<file path="src/rtl/multdiv_defs_pkg.sv">
// rtl/multdiv_defs_pkg.sv - shared state encodings, step counts and helpers for multdiv_unit
package multdiv_defs_pkg;

    typedef enum logic [1:0] {
        ST_IDLE = 2'b00,
        ST_MULT = 2'b01,
        ST_DIV  = 2'b10,
        ST_DONE = 2'b11
    } md_state_e;

    localparam int              CNT_W      = 6;
    localparam logic [CNT_W-1:0] MULT_STEPS = 6'd16;
    localparam logic [CNT_W-1:0] DIV_STEPS  = 6'd32;

    // Magnitude of a two's complement word; 0x80000000 maps to 2^31 as unsigned.
    function automatic logic [31:0] abs32(input logic [31:0] v);
        return v[31] ? (~v + 32'd1) : v;
    endfunction

endpackage

</file>
<file path="src/rtl/addsub33.sv">
// rtl/addsub33.sv - 33-bit adder/subtractor shared by Booth accumulate and division trial subtract
// Ports:
//   a, b  : 33-bit operands
//   sub   : 1 selects a - b, 0 selects a + b
//   sum   : 33-bit result
//   cout  : carry out of bit 32 (for subtract, 1 means no borrow)
module addsub33 (
    input  logic [32:0] a,
    input  logic [32:0] b,
    input  logic        sub,
    output logic [32:0] sum,
    output logic        cout
);

    logic [33:0] full;

    assign full = {1'b0, a} + {1'b0, b ^ {33{sub}}} + {33'd0, sub};
    assign sum  = full[32:0];
    assign cout = full[33];

endmodule

</file>
<file path="src/rtl/multdiv_unit.sv">
// rtl/multdiv_unit.sv - multicycle signed multiply (radix-4 Booth) / divide (restoring) unit
// Ports:
//   clk, reset (sync, active-low)
//   ctrl_MULT, ctrl_DIV           : start pulses, MULT wins when both are high
//   data_operandA, data_operandB  : multiplicand/dividend, multiplier/divisor
//   in_IR                         : instruction word latched at start
//   data_result, data_exception   : result and overflow/div-by-zero flag, held until next result
//   data_resultRDY                : one-cycle valid pulse in DONE
//   out_IR                        : instruction word of the operation in flight / last finished
//   busy                          : high while iterating (MULT or DIV)
module multdiv_unit
    import multdiv_defs_pkg::*;
(
    input  logic        clk,
    input  logic        reset,
    input  logic        ctrl_MULT,
    input  logic        ctrl_DIV,
    input  logic [31:0] data_operandA,
    input  logic [31:0] data_operandB,
    input  logic [31:0] in_IR,
    output logic [31:0] data_result,
    output logic        data_exception,
    output logic        data_resultRDY,
    output logic [31:0] out_IR,
    output logic        busy
);

    md_state_e          state_q, state_d;
    logic [CNT_W-1:0]   cnt_q, cnt_d;
    // hi holds the Booth upper accumulator or the division remainder;
    // lo holds the multiplier / dividend, shifted out as product / quotient bits shift in.
    logic [32:0]        hi_q, hi_d;
    logic [31:0]        lo_q, lo_d;
    logic               qm1_q, qm1_d;
    // Multiplicand for MULT, divisor magnitude for DIV.
    logic [31:0]        opa_q, opa_d;
    logic               neg_q, neg_d;
    logic               div0_q, div0_d;
    logic               ovf_q, ovf_d;
    logic [31:0]        result_q, result_d;
    logic               exc_q, exc_d;
    logic [31:0]        ir_q, ir_d;

    logic [32:0]        add_a, add_b, add_sum;
    logic               add_sub, add_cout;
    logic [33:0]        sum34;
    logic [2:0]         booth;
    logic [32:0]        mul_hi_n, div_rem_n, rem_shift;
    logic [31:0]        mul_lo_n, div_lo_n, quot_signed;

    addsub33 u_addsub (
        .a    (add_a),
        .b    (add_b),
        .sub  (add_sub),
        .sum  (add_sum),
        .cout (add_cout)
    );

    always_comb begin
        booth     = {lo_q[1:0], qm1_q};
        rem_shift = {hi_q[31:0], lo_q[31]};
        add_a     = hi_q;
        add_b     = 33'd0;
        add_sub   = 1'b0;
        if (state_q == ST_DIV) begin
            add_a   = rem_shift;
            add_b   = {1'b0, opa_q};
            add_sub = 1'b1;
        end else begin
            unique case (booth)
                3'b001, 3'b010: begin add_b = {opa_q[31], opa_q}; add_sub = 1'b0; end
                3'b011:         begin add_b = {opa_q, 1'b0};      add_sub = 1'b0; end
                3'b100:         begin add_b = {opa_q, 1'b0};      add_sub = 1'b1; end
                3'b101, 3'b110: begin add_b = {opa_q[31], opa_q}; add_sub = 1'b1; end
                default:        begin add_b = 33'd0;              add_sub = 1'b0; end
            endcase
        end

        // Signed 34-bit view of the sum: the extra bit is recovered from the
        // operand signs and the carry, since +/-2A plus the accumulator can need it.
        sum34    = {add_a[32] ^ add_b[32] ^ add_sub ^ add_cout, add_sum};
        mul_hi_n = {sum34[33], sum34[33:2]};
        mul_lo_n = {sum34[1:0], lo_q[31:2]};

        div_rem_n   = add_cout ? add_sum : rem_shift;
        div_lo_n    = {lo_q[30:0], add_cout};
        quot_signed = neg_q ? (~div_lo_n + 32'd1) : div_lo_n;
    end

    always_comb begin
        state_d  = state_q;
        cnt_d    = cnt_q;
        hi_d     = hi_q;
        lo_d     = lo_q;
        qm1_d    = qm1_q;
        opa_d    = opa_q;
        neg_d    = neg_q;
        div0_d   = div0_q;
        ovf_d    = ovf_q;
        result_d = result_q;
        exc_d    = exc_q;
        ir_d     = ir_q;

        unique case (state_q)
            ST_IDLE, ST_DONE: begin
                state_d = ST_IDLE;
                if (ctrl_MULT) begin
                    state_d = ST_MULT;
                    cnt_d   = '0;
                    hi_d    = 33'd0;
                    lo_d    = data_operandB;
                    qm1_d   = 1'b0;
                    opa_d   = data_operandA;
                    ir_d    = in_IR;
                end else if (ctrl_DIV) begin
                    state_d = ST_DIV;
                    cnt_d   = '0;
                    hi_d    = 33'd0;
                    lo_d    = abs32(data_operandA);
                    qm1_d   = 1'b0;
                    opa_d   = abs32(data_operandB);
                    neg_d   = data_operandA[31] ^ data_operandB[31];
                    div0_d  = (data_operandB == 32'd0);
                    ovf_d   = (data_operandA == 32'h8000_0000) && (data_operandB == 32'hFFFF_FFFF);
                    ir_d    = in_IR;
                end
            end
            ST_MULT: begin
                hi_d  = mul_hi_n;
                lo_d  = mul_lo_n;
                qm1_d = lo_q[1];
                cnt_d = cnt_q + 6'd1;
                if (cnt_q == MULT_STEPS - 6'd1) begin
                    state_d  = ST_DONE;
                    result_d = mul_lo_n;
                    exc_d    = (mul_hi_n[31:0] != {32{mul_lo_n[31]}});
                end
            end
            ST_DIV: begin
                hi_d  = div_rem_n;
                lo_d  = div_lo_n;
                cnt_d = cnt_q + 6'd1;
                if (cnt_q == DIV_STEPS - 6'd1) begin
                    state_d  = ST_DONE;
                    // Divide-by-zero still runs the full 32 steps; the quotient is discarded here.
                    result_d = div0_q ? 32'd0 : quot_signed;
                    exc_d    = div0_q | ovf_q;
                end
            end
            default: state_d = ST_IDLE;
        endcase
    end

    always_ff @(posedge clk) begin
        if (!reset) begin
            state_q  <= ST_IDLE;
            cnt_q    <= '0;
            hi_q     <= '0;
            lo_q     <= '0;
            qm1_q    <= 1'b0;
            opa_q    <= '0;
            neg_q    <= 1'b0;
            div0_q   <= 1'b0;
            ovf_q    <= 1'b0;
            result_q <= '0;
            exc_q    <= 1'b0;
            ir_q     <= '0;
        end else begin
            state_q  <= state_d;
            cnt_q    <= cnt_d;
            hi_q     <= hi_d;
            lo_q     <= lo_d;
            qm1_q    <= qm1_d;
            opa_q    <= opa_d;
            neg_q    <= neg_d;
            div0_q   <= div0_d;
            ovf_q    <= ovf_d;
            result_q <= result_d;
            exc_q    <= exc_d;
            ir_q     <= ir_d;
        end
    end

    assign data_result    = result_q;
    assign data_exception = exc_q;
    assign out_IR         = ir_q;
    assign data_resultRDY = (state_q == ST_DONE);
    assign busy           = (state_q == ST_MULT) || (state_q == ST_DIV);

endmodule

</file>
<file path="config.mk">
export PLATFORM = sky130hd
export DESIGN_NAME = multdiv_unit
export DESIGN_NICKNAME = d
export VERILOG_FILES = /design/src/rtl/multdiv_defs_pkg.sv /design/src/rtl/addsub33.sv /design/src/rtl/multdiv_unit.sv
export SDC_FILE = /design/constraint.sdc
export NUM_CORES = 1
export LEC_CHECK = 0
export ABC_AREA = 1
export BUFFER_PORTS_ARGS = -buffer_cell sky130_fd_sc_hd__buf_2
export CAP_MARGIN = 20
export CORE_ASPECT_RATIO = 1.4
export CORE_MARGIN = 5
export CORE_UTILIZATION = 45
export DETAILED_ROUTE_END_ITERATION = 16
export GPL_TIMING_DRIVEN = 0
export PLACE_DENSITY = 0.67
export SYNTH_ARGS = -nofsm -noshare
export SYNTH_HDL_FRONTEND = slang
export SYNTH_HIERARCHICAL = 1
export SYNTH_SLANG_ARGS = --single-unit
export TNS_END_PERCENT = 1
</file>
<file path="constraint.sdc">
create_clock -name clk -period 4.46 [get_ports clk]
set_input_delay 0.669 -clock clk [delete_from_list [all_inputs] [get_ports clk]]
set_output_delay 0.669 -clock clk [all_outputs]
set_load 0.01 [all_outputs]
</file>
==> Word-level counts from Yosys, hierarchy flattened <==
Index checks and enable logic that the tools add are counted.
Widths: inputs -> output; s select.
{ "totals": {"reg_bits": 174, "latchBits": 0, "ramBits": 0, "rom_bits": 0, "in_bits": 100, "output_inout_bits": 67, "wordCells": 99, "n_memories": 0} }
{ "classes": {"add_sub_neg": 6, "multipliers": 0, "div": 0, "magnitude_cmp": 0, "eq_ne": 17, "shift": 0, "n_mux": 37, "bitwise_logic": 10, "reduce_logical": 17} }
{ "ops": {"columns": ["cell", "n"], "rows": [
  ["$mux 32", 12],
  ["$mux 33", 5],
  ["$pmux 33 s3", 1],
  ["$add 32x1->32 const B", 3],
  ["$not 32->32", 3],
  ["$pmux 32 s3", 1],
  ["$pmux 33 s2", 1],
  ["$eq 32x32->1 const B", 2],
  ["$pmux 32 s2", 1],
  ["$add 33x33->34", 1],
  ["$add 34x1->34", 1],
  ["$xor 33x33->33", 1],
  ["$logic_not 32->1", 1],
  ["$ne 32x32->1", 1],
  ["$mux 6", 2],
  ["$pmux 6 s2", 1],
  ["$eq 3x3->1 const B", 3],
  ["$mux 2", 4],
  ["$add 6x1->6 const B", 1],
  ["$eq 3x2->1 const B", 2],
  ["$eq 6x4->1 const B", 1],
  ["$eq 6x5->1 const B", 1],
  ["$mux 1", 6],
  ["$pmux 2 s3", 1],
  ["19 further kinds", 31]
]} }

==> Longest topological paths before layout <==
{ "depth": {"word_depth": 13, "ltp_mapped": 32, "ltp_nobuf": 28} }

==> Cells and area by module <==
The synthesis kept the hierarchy.
{ "modules_own_cells": {"columns": ["module", "n_inst", "cells_per_inst", "area_per_inst_um2", "seq_area_each_um2"], "rows": [
  ["multdiv_unit", 1, 1900, 11732.5, 3483.3],
  ["addsub33", 1, 498, 2630.0, 0.0]
]} }

==> Worst setup path after synthesis <==
No wires, ideal clock.
{ "synth_timing": {"path_type": "flip-flop to flip-flop", "startpoint": "register state_q[0]", "endpoint": "register result_q[28] (netlist: data_result[28])", "arrival_time_ns": 4.139, "required_ns": 4.341, "slack_ns": 0.202, "stages_incl_launch_ff": 30, "n_path_buf": 4, "synth_period_minus_slack_ns": 4.258, "cell_sequence": "dfxtp_1 -> inv_1 -> ha_1 -> buf_2 -> nor2_1 -> clkbuf_1 -> o32ai_1 -> xor2_1 -> ha_1 -> a21oi_2 -> o21ai_0 -> nand2_1 -> nand3_2 -> nand3_1 -> nand2_1 -> nand2_1 -> nand2_1 -> buf_2 -> clkinv_2 -> clkbuf_1 -> ha_1 -> nand3_2 -> nor2_2 -> nand3_2 -> nor2_2 -> nand3_1 -> nand2_1 -> nand2_1 -> nand3_1 -> a21oi_1"} }
{ "synth_via": {"elab_chain_len": 11, "elab_cells_between_ends": 18} }
{ "synth_rtl": {"columns": ["element", "line", "text"], "rows": [
  ["from (decl)", "multdiv_unit.sv:28", "md_state_e state_q, state_d;"],
  ["from (signal assigned)", "multdiv_unit.sv:169", "state_q <= state_d;"],
  ["$eq 2x2->1", "multdiv_unit.sv:65", "if (state_q == ST_DIV) begin"],
  ["$mux 33", "multdiv_unit.sv:65", null],
  ["via add_b[4]", "multdiv_unit.sv:44", "logic [32:0] add_a, add_b, add_sum;"],
  ["$xor 33x33->33", "addsub33.sv:17", "assign full = {1'b0, a} + {1'b0, b ^ {33{sub}}} + {33'd0, sub};"],
  ["$add 33x33->34", "addsub33.sv:17", null],
  ["$add 34x1->34", "addsub33.sv:17", null],
  ["via add_cout", "multdiv_unit.sv:45", "logic add_sub, add_cout;"],
  ["$not 32->32", "multdiv_unit.sv:87", "quot_signed = neg_q ? (~div_lo_n + 32'd1) : div_lo_n;"],
  ["$add 32x1->32", "multdiv_unit.sv:87", null],
  ["$mux 32", "multdiv_unit.sv:87", null],
  ["$mux 32", "multdiv_unit.sv:146", "result_d = div0_q ? 32'd0 : quot_signed;"],
  ["$mux 32", "multdiv_unit.sv:143", "if (cnt_q == DIV_STEPS - 6'd1) begin"],
  ["$pmux 32 s2", "multdiv_unit.sv:104", "unique case (state_q)"],
  ["to (signal assigned)", "multdiv_unit.sv:178", "result_q <= result_d;"],
  ["to (decl)", "multdiv_unit.sv:40", "logic [31:0] result_q, result_d;"]
]} }
The timed path passes the listed nets, and every way through them passes these cells. The select of a mux whose other input is x is not followed.
A chain may end at the register's enable or synchronous reset.

==> Worst setup path in the final report <==
{ "layout_timing": {"startpoint": "register state_q[0]", "endpoint": "register exc_q (netlist: data_exception)"} }
{ "layout_via": {"elab_cells_between_ends": 18} }
{ "layout_lines": {"columns": ["element", "line", "text"], "rows": [
  ["$eq 2x2->1", "multdiv_unit.sv:65", null],
  ["$mux 33", "multdiv_unit.sv:65", null],
  ["via add_a[0]", "multdiv_unit.sv:44", null],
  ["$add 33x33->34", "addsub33.sv:17", null],
  ["$add 34x1->34", "addsub33.sv:17", null],
  ["via add_sum[1]", "multdiv_unit.sv:44", null],
  ["$ne 32x32->1", "multdiv_unit.sv:136", "exc_d = (mul_hi_n[31:0] != {32{mul_lo_n[31]}});"],
  ["$mux 1", "multdiv_unit.sv:133", "if (cnt_q == MULT_STEPS - 6'd1) begin"],
  ["$pmux 1 s2", "multdiv_unit.sv:104", null],
  ["to (signal assigned)", "multdiv_unit.sv:166", "exc_q <= 1'b0;"],
  ["to (signal assigned)", "multdiv_unit.sv:179", "exc_q <= exc_d;"],
  ["to (decl)", "multdiv_unit.sv:41", "logic exc_q, exc_d;"]
]} }
The timed path passes the listed nets, and every way through them passes these cells. The select of a mux whose other input is x is not followed.

==> results.tsv <==
stage	metric	value	unit
outcome	outcome	completed	
floorplan	die_x	161	µm
clock_tree	cts_buffers	17	
grt	grt_start_max_net_pins	19	
drt	wl_per_cell	22.0	µm
logic_synthesis	synth_cell_types	46	
layout	layout.nets	2751	
setup_path	crit_type	register to register	
layout	area_delta_synth_final	22.8	%
setup_path	reg2reg_depth	20	
grt	antenna_found_initial	0	
clock_tree	worstSkewPairLatency	450	ps
placement	dp_slack	-1540	ps
logic_synthesis	synth_cells	2398	
clock_tree	clockBufferDepth	2	
placement	gp_congestion	1.07	
sta	slew_headroom	0.352	
floorplan	die_h	221	µm
placement	dp_cells	2957	
setup_path	cp-start-kind	register	
floorplan	initial_core_util	0.455	
setup_path	critPathArrivalTime	4740	ps
drt	vias	17900	
sta	rsz0062_at_grt	true	
min_path	holdPathStages	2	
drt	drt-pass1-iter-count	9	
grt	grtUsageTotal	0.353	
sta	fin_skew	15.3	ps
logic_synthesis	syn_avg_cell_area	5.99	µm²
setup_path	endpoint_kind	register	
drt	drc	0	
sta	finalCritPeriodShare	0.994	
sta	finalCriticalPeriod	4430	ps
sta	slew_violations	0	
min_path	hold_path_class	primary input to register	
placement	io_buffers	164	
grt	grt_pass1_vias	17100	
clock_tree	cts_root_buffer	clkbuf_16	
logic_synthesis	yosysWarnings	6	
drt	ant_nets	0	
floorplan	rows	77	
layout	multi_input_area	0.0102	mm²
layout	stdcell_count	3014	
setup_path	crit_fanout	10	
floorplan	ios	167	
layout	drive_gt1_frac	0.164	
power	ir_drop	359	µV
logic_synthesis	synthFlopType	dfxtp_1	
clock_tree	cts_sinks	174	
layout	fillers	3270	
drt	first_iter_violations	1512	
grt	grt_pass1_wl	98100	µm
sta	layout_setup_ws	26.4	ps
sta	max_freq	0.226	GHz
logic_synthesis	synth-edff-count	0	
logic_synthesis	ys_seq_area_frac	0.243	
setup_path	cp.required	4770	ps
power	p_per_area	696	mW/mm²
sta	tightest_slew	973	ps
logic_synthesis	ys_ff_latch	174	
clock_tree	cts_tree	built	
placement	place_hpwl	52300	µm
layout	fin_util	0.558	
drt	routed_wl	66200	µm
layout	layout.area.seq	0.00349	mm²
sta	finalHoldViolCount	0	
grt	grt-ovfl-total	0	
clock_tree	clk_pin_slew	80	ps
floorplan	core	0.0316	mm²
logic_synthesis	ys_async_sr_fraction	0	
floorplan	dieArea	0.0356	mm²
clock_tree	htree_levels	4	
run	drv_cap	0	
drt	avgViaCountPerCell	5.94	
logic_synthesis	syn_nets	2543	
sta	setup_viol	0	
logic_synthesis	synth_area	0.0144	mm²
layout	antennaDiodeCount	0	
power	p_leak	7.80	nW
==> metal layers <==
layer / global-route usage / part of all wire / up-vias
met5: 0 / 0 / -
met4: 0.252 / 0.087 / 0
met3: 0.0512 / 0.063 / 277
met2: 0.629 / 0.50 / 836
met1: 0.379 / 0.35 / 8374
li1: - / - / 8419
==> cell families after synthesis <==
| logic type | after synthesis | synth area share |
|---|---|---|
| buf+inv | 420 | 0.113 |
| xor+xnor | 60 | 0.0366 |
| flops | 174 | 0.243 |
| simple gates | 1060 | 0.312 |
| fa+ha+maj | 45 | 0.0397 |
| compound gates | 639 | 0.257 |
==> area by class of cell <==
| type | instances | area share |
|---|---|---|
| inverter | 298 | 0.0638 |
| timing repair buffer | 191 | 0.0587 |
| buffer | 120 | 0.0373 |
| clock buffer | 18 | 0.0249 |
| tap | 395 | 0.0280 |
| sequential | 174 | 0.198 |
| clock inverter | 14 | 0.00972 |
| multi-input combinational | 1804 | 0.580 |
==> stage by stage <==
| stage | hold slack, ps | instance area, µm² | power [mW] | setup TNS, ps |
|---|---|---|---|---|
| floorplan | 426 | 14400 | 6.77 | 0 |
| global placement | 447 | 15700 | 9.01 | -44210 |
| detailed placement | 452 | 15700 | 9.06 | -47740 |
| CTS | 411 | 16900 | 11.3 | -140 |
| global route | 408 | 17600 | 13.0 | -388 |
| finish | 419 | 17600 | 12.3 | 0 |
==> final timing paths <==
kind / start / to / slack (ps)
setup / recovery: state_q[0] / data_exception / 30
hold / removal: in_IR[14] / out_IR[14] / 420
hold reg to reg: opa_q[27] / opa_q[27] / 460
setup reg to reg: state_q[0] / data_exception / 30
==> registers in the layout, indices dropped and copies added (netlist names) <==
name            cells
cnt_q               6
ovf_q               1
qm1_q               1
div0_q              1
data_exception      1
data_result        32
neg_q               1
lo_q               32
hi_q               33
state_q             2
opa_q              32
out_IR             32
==> synth_stat cells, types with 22 or more instances <==
master | count | share of area
o32ai_1 | 32 | 0.020
nand3_1 | 144 | 0.050
a21oi_1 | 238 | 0.083
a31oi_1 | 28 | 0.012
xor2_1 | 58 | 0.035
nand2_1 | 572 | 0.15
a22o_1 | 32 | 0.020
ha_1 | 44 | 0.038
dfxtp_1 | 174 | 0.24
inv_1 | 288 | 0.075
a22oi_1 | 27 | 0.014
o21ai_0 | 212 | 0.074
buf_2 | 25 | 0.0087
clkbuf_1 | 77 | 0.020
nor2_1 | 230 | 0.060
nor3_1 | 22 | 0.0077
nand4_1 | 37 | 0.016
==> layout by cell type, fill, tap and decap left out, drive strengths merged <==
master / netlist / final
a221oi: 6 / 6
bufinv: 0 / 1
a21o: 2 / 2
a22oi: 27 / 27
nand3: 150 / 150
o21ai: 230 / 230
fa: 1 / 1
nand4: 37 / 37
o21a: 1 / 1
a211oi: 1 / 1
nor4: 6 / 6
and2: 5 / 5
clkinv: 2 / 6
o221ai: 11 / 11
nor3: 25 / 25
ha: 44 / 44
o32ai: 32 / 32
dfxtp: 174 / 174
xor2: 58 / 58
nand2: 581 / 581
o211ai: 13 / 13
o21bai: 4 / 4
a22o: 32 / 32
a31oi: 28 / 28
nor2: 244 / 244
inv: 296 / 303
a21oi: 241 / 241
clkbuf: 77 / 85
or2: 3 / 3
xnor2: 2 / 2
nand3b: 9 / 9
clkinvlp: 0 / 2
o22ai: 9 / 9
o31ai: 2 / 2
buf: 45 / 244
==> power breakdown <==
part / switching (mW) / internal [mW] / total, mW
Sequential: 0.357 / 2.05 / 2.41
Combinational: 5.53 / 2.78 / 8.31
Clock: 0.744 / 0.816 / 1.56
==> repair_timing <==
action | 4_1_cts | 5_1_grt
setup buffers | 10 | 16
hold buffers | 0 | 0
endpoints found under the hold margin | 0 | 0
pin swaps | 13 | 22
gates cloned | 0 | 1
gates resized for setup | 116 | 116
endpoints found under the setup margin | 65 | 49
==> worst max-delay path: stages (launching register included) <==
cell	delay, ps
dfxtp_4	360
inv_1	60
ha_4	180
buf_6	140
buf_6	160
buf_6	170
nand2_1	90
o21ai_0	150
inv_1	100
nand2_1	140
and2_1	240
fa_1	990
inv_1	370
nor3_1	250
nand3b_1	100
nand2_1	160
nand2_1	140
nor2_2	150
nand3_1	150
nand2_1	110
a21oi_1	60
Note: power is estimated with default switching activity, not from simulation.
